$ cat src/rtl/fcmp_if.sv
// fcmp_if: op-issue and result channels of fcmp_pipe, each a valid/ready handshake.
interface fcmp_if #(parameter int TAG_W = 6);
  logic in_valid, in_ready, out_valid, out_ready;
  logic [1:0] op;
  logic [31:0] x1, x2, y;
  logic [TAG_W-1:0] in_tag, out_tag;
  modport master(output in_valid, op, x1, x2, in_tag, out_ready, input in_ready, out_valid, y, out_tag);
  modport slave(input in_valid, op, x1, x2, in_tag, out_ready, output in_ready, out_valid, y, out_tag);
endinterface

$ cat src/rtl/fcmp_pipe.sv
// fcmp_pipe: two-stage feq/flt/fle on IEEE-754 single via order-preserving integer keys.
module fcmp_pipe #(
  parameter int TAG_W = 6,
  parameter int CNT_W = 16
) (
  input  logic             clk,
  input  logic             rst,
  input  logic             flush,
  fcmp_if.slave            bus,
  output logic             busy,
  output logic [CNT_W-1:0] cmp_count
);
  logic s1_valid, s2_valid, s1_adv, s2_adv, acc, res;
  logic [1:0] s1_op;
  logic [31:0] s1_k1, s1_k2;
  logic [TAG_W-1:0] s1_tag;
  // Both zeros share one key so +0 == -0; negatives get inverted magnitude to reverse their order.
  function automatic logic [31:0] key(input logic [31:0] x);
    return x[30:0] == '0 ? 32'h8000_0000 : x[31] ? {1'b0, ~x[30:0]} : {1'b1, x[30:0]};
  endfunction
  assign s2_adv = ~s2_valid | bus.out_ready;
  assign s1_adv = s1_valid & s2_adv;
  assign bus.in_ready = ~s1_valid | s2_adv;
  assign acc = bus.in_valid & bus.in_ready;
  assign bus.out_valid = s2_valid;
  assign busy = s1_valid | s2_valid;
  always_comb res = s1_op == 2'b00 ? s1_k1 == s1_k2 : s1_op == 2'b01 ? s1_k1 < s1_k2 : s1_op == 2'b10 ? s1_k1 <= s1_k2 : 1'b0;
  always_ff @(posedge clk or posedge rst)
    if (rst) begin
      s1_valid    <= 1'b0;
      s2_valid    <= 1'b0;
      s1_op       <= '0;
      s1_k1       <= '0;
      s1_k2       <= '0;
      s1_tag      <= '0;
      bus.y       <= '0;
      bus.out_tag <= '0;
      cmp_count   <= '0;
    end else begin
      s1_valid <= ~flush & (acc | (s1_valid & ~s2_adv));
      if (acc) begin
        s1_op  <= bus.op;
        s1_k1  <= key(bus.x1);
        s1_k2  <= key(bus.x2);
        s1_tag <= bus.in_tag;
      end
      if (flush) s2_valid <= 1'b0;
      else if (s2_adv) s2_valid <= s1_valid;
      if (s1_adv & ~flush) begin
        bus.y       <= {31'd0, res};
        bus.out_tag <= s1_tag;
      end
      if (~flush & s2_valid & bus.out_ready & ~&cmp_count) cmp_count <= cmp_count + 1'b1;
    end
endmodule

$ cat src/flat_wrapper.sv
// flat-port wrapper written by rule: the top's interface ports become plain ports
module fcmp_pipe_flat 
#(
  parameter int TAG_W = 6,
  parameter int CNT_W = 16
)
  (clk, rst, flush, busy, cmp_count, bus_in_valid, bus_op, bus_x1, bus_x2, bus_in_tag, bus_out_ready, bus_in_ready, bus_out_valid, bus_y, bus_out_tag);
  fcmp_if #(.TAG_W(TAG_W)) bus_i ();
  input  logic clk;
  input  logic rst;
  input  logic flush;
  output logic busy;
  output logic [CNT_W-1:0] cmp_count;
  input wire logic [$bits(bus_i.in_valid)-1:0] bus_in_valid;
  input wire logic [$bits(bus_i.op)-1:0] bus_op;
  input wire logic [$bits(bus_i.x1)-1:0] bus_x1;
  input wire logic [$bits(bus_i.x2)-1:0] bus_x2;
  input wire logic [$bits(bus_i.in_tag)-1:0] bus_in_tag;
  input wire logic [$bits(bus_i.out_ready)-1:0] bus_out_ready;
  output wire logic [$bits(bus_i.in_ready)-1:0] bus_in_ready;
  output wire logic [$bits(bus_i.out_valid)-1:0] bus_out_valid;
  output wire logic [$bits(bus_i.y)-1:0] bus_y;
  output wire logic [$bits(bus_i.out_tag)-1:0] bus_out_tag;
  assign bus_i.in_valid = bus_in_valid;
  assign bus_i.op = bus_op;
  assign bus_i.x1 = bus_x1;
  assign bus_i.x2 = bus_x2;
  assign bus_i.in_tag = bus_in_tag;
  assign bus_i.out_ready = bus_out_ready;
  assign bus_in_ready = bus_i.in_ready;
  assign bus_out_valid = bus_i.out_valid;
  assign bus_y = bus_i.y;
  assign bus_out_tag = bus_i.out_tag;
  fcmp_pipe #(.TAG_W(TAG_W), .CNT_W(CNT_W)) u_core (.clk(clk), .rst(rst), .flush(flush), .bus(bus_i), .busy(busy), .cmp_count(cmp_count));
endmodule
$ cat config.mk
export PLATFORM = sky130hd
export DESIGN_NAME = fcmp_pipe_flat
export DESIGN_NICKNAME = d
export VERILOG_FILES = /design/src/rtl/fcmp_if.sv /design/src/rtl/fcmp_pipe.sv /design/src/flat_wrapper.sv
export SDC_FILE = /design/constraint.sdc
export NUM_CORES = 1
export LEC_CHECK = 0
export BUFFER_PORTS_ARGS = -buffer_cell sky130_fd_sc_hd__buf_2
export CAP_MARGIN = 15
export CORE_ASPECT_RATIO = 0.5
export CORE_MARGIN = 2
export CORE_UTILIZATION = 58
export CTS_CLUSTER_DIAMETER = 120
export DETAILED_ROUTE_END_ITERATION = 6
export PLACE_DENSITY = 0.86
export SLEW_MARGIN = 10
export SYNTH_ARGS = -nofsm -noshare
export SYNTH_HDL_FRONTEND = slang
export SYNTH_SLANG_ARGS = --single-unit
$ cat constraint.sdc
create_clock -name clk -period 4.35 [get_ports clk]
set_clock_uncertainty 0.2 [all_clocks]
set_input_delay 0 -clock clk [delete_from_list [all_inputs] [get_ports clk]]
set_output_delay 0 -clock clk [all_outputs]
set_load 0.02 [all_outputs]
==> reports/metrics.cfg <==
[die]
ioPinCount=134
start_util_pct=60.6
core_area_mm2=0.00886
rows=24
die_width_um=140
die_h_um=72.0
dieArea_mm2=0.0101

[sta]
min_period_ns=2.61
rsz0062_at_grt=no
tightest_slew_ns=1.01
hold_viol=0
finalCritPeriodShare_pct=59.9
setup_viol=0
relSlewSlack_pct=32.7
drv_slew=0
setup_ws_ns=1.74
max_freq_mhz=384
final.setup.tns_ns=0
hold_ws_ns=0.0735

[hold_path]
hold_depth=5
holdCritPathClass=in2reg

[worst_setup_path]
worstPathMaxFanout=32
critPathCaptureType=register
startpoint_type=primary input
worst-setup-path-type=in2reg
critPathArrivalTime_ns=2.58
critPathRequiredTime_ns=4.33
ff2ff_path_depth=6

[global_routing]
grt_max_degree=60
track_usage_pct=34.0
grt_pass1_wl_mm=26.3
grt_overflow=0
grt_pass1_vias=5147
antenna_found_initial=0

[power_and_ir_drop]
vdd_ir_drop_max_mv=0.310
p_seq_share_pct=41.5
p_leak_nw=3.24
power_frac_clock_pct=33.7
fin_total_pwr_mw=2.64
p_int_mw=1.81
p_comb_share_pct=24.9
swShare_pct=31.6
powerDensity_mw_per_mm2=382
switchingPower_mw=0.833

[yosys]
synth_edf_count=0
synthArstFlopShare_pct=100
syn-cell-area_mm2=0.00537
syn_area_per_cell_um2=9.97
synth_flop_cell=dfrtp_1
yosys_warnings=0
synth_cells=538
synthDistinctLibCells=47
ys_seq_area_share_pct=45.2
synth_seq_cells=97

[clock_tree]
cts_setup_buffers=0
cts_tree=done
cts_sinks=97
h-tree-depth=3
path_clk_slew_ns=0.07
cts_root_buffer=clkbuf_16
insertion_delay_ns=0.36
cts_buffer_depth=2
cts-buffers-inserted=9

[routing]
post_drt_wl_per_cell_um=20.0
routed_wl_mm=16.5
drtAntennaViolNets=0
drc=10
first_iter_violations=670
drt-pass1-iter-count=7
viasPerCell=6.02
num_vias=4982

[final_layout]
nets=815
regArea_mm2=0.00243
final_area_mm2=0.00691
multiInputGateArea_mm2=0.00258
layout-drive-gt1-share_pct=19.4
n_fill_cell=484
final_cells=827
n_antenna_cell=0
fin_util_pct=78.0
syn_to_final_growth_pct=28.7

[flow_run]
drv_cap=0

[placement]
hpwl_mm=8.63
io_buffers=102
gp_congestion=0.885
place_inst=736
place_area_mm2=0.00582
pre_cts_ws_ns=1.86

[outcome]
status=finished with violations
violations=DRC

-- final cells by class --
class / count / area share (%)
Multi-Input combinational cell: 381 / 37.4
Sequential cell: 97 / 35.1
Timing Repair Buffer: 181 / 18.7
Clock buffer: 10 / 3.46
Tap cell: 117 / 2.12
Inverter: 35 / 1.94
Clock inverter: 6 / 1.29
-- cell usage after synthesis, types with 2 or more instances --
library cell	n	share of area [%]
buf_4	31	4.3
nand2_1	70	4.9
a21oi_1	14	1.3
o21ai_2	2	0.33
ha_1	33	7.7
nor2b_1	2	0.23
and3_1	2	0.23
nand3_1	11	1.0
o22ai_1	32	3.7
nor2_1	8	0.56
nor4_1	16	1.9
clkbuf_1	9	0.63
and2_1	2	0.23
inv_1	35	2.4
clkbuf_2	2	0.19
buf_2	12	1.1
nor3_1	2	0.19
and4_1	3	0.49
xnor2_1	75	12
xor2_1	3	0.49
nand4_1	13	1.5
mux2_2	6	1.3
dfrtp_1	97	45
o21ai_0	35	3.3
-- timing repair --
action                                  CTS  global route
endpoints found under the setup margin    0             0
gates resized for setup                   0             0
endpoints found under the hold margin   130             0
hold buffers                             75             0
-- critical path, cell delays in order --
cell	delay, ns
dlygate4sd3_1	0.53
buf_2	0.14
nor4_1	0.56
nand4_1	0.30
o21ai_4	0.72
o21ai_0	0.31
-- per-layer routing --
metal / vias up / track usage, % / wire, um
li1: 2115 / - / -
met1: 2328 / 39.9 / 6150
met2: 409 / 56.6 / 7520
met3: 130 / 9.37 / 1680
met4: 0 / 22.0 / 1180
met5: - / 0 / 0
-- final timing paths --
path | from | end | slack, ns
worst max-delay path | bus_x1[7] | u_core.s1_k1[5] | 1.74
worst min-delay path | bus_out_ready | u_core.cmp_count[15] | 0.07
worst max register to register | u_core.bus.out_valid | u_core.s1_k2[8] | 1.83
worst min register to register | u_core.s1_tag[5] | u_core.s1_tag[5] | 0.27
max in group asynchronous | rst | u_core.s1_k1[21] | 2.80
min in group asynchronous | rst | u_core.s1_k1[8] | 0.13
-- registers in the layout, summed over array words and instances (netlist names) --
signal / cells
u_core.s1_valid: 1
u_core.s1_op: 2
u_core.cmp_count: 16
u_core.s1_k2: 32
u_core.bus.y: 1
u_core.s1_tag: 6
u_core.bus.out_tag: 6
u_core.bus.out_valid: 1
u_core.s1_k1: 32
-- cell families (layout without fill, tap and decap cells) --
group,count (synthesis),count (layout),share of synthesized area [%]
compound gates,95,95,11.0
xor+xnor,78,78,12.7
fa+ha+maj,33,33,7.69
buf+inv,90,232,8.93
flops,97,97,45.2
mux,7,7,1.47
other cells,1,31,0.0699
simple gates,137,137,12.9
-- cells in the final DEF (no fill, tap or decap), types with 2 or more instances in the layout --
| cell | n |
|---|---|
| a21oi_1 | 14 |
| and4_1 | 3 |
| xor2_1 | 3 |
| ha_1 | 33 |
| nor2b_1 | 2 |
| o21ai_0 | 35 |
| buf_4 | 4 |
| conb_1 | 31 |
| nand3_1 | 11 |
| nor4_1 | 16 |
| buf_2 | 102 |
| bufinv_16 | 2 |
| o22ai_1 | 32 |
| and2_1 | 2 |
| nor3_1 | 2 |
| clkinvlp_4 | 2 |
| xnor2_1 | 75 |
| clkbuf_16 | 9 |
| nand4_1 | 13 |
| dfrtp_1 | 97 |
| and3_1 | 2 |
| dlygate4sd3_1 | 75 |
| mux2_2 | 6 |
| nand2_1 | 70 |
| nor2_1 | 8 |
| inv_1 | 34 |
-- power by group through the flow --
stage	sequential, mW	clock (mW)	combinational [mW]
6_report	1.09	0.888	0.656
5_1_grt	1.10	0.926	0.708
4_1_cts	1.08	0.881	0.604
3_5_place_dp	1.10	0	0.541
3_3_place_gp	1.09	0	0.518
2_1_floorplan	1.12	0	0.367
Note: power is estimated with default switching activity, not from simulation.
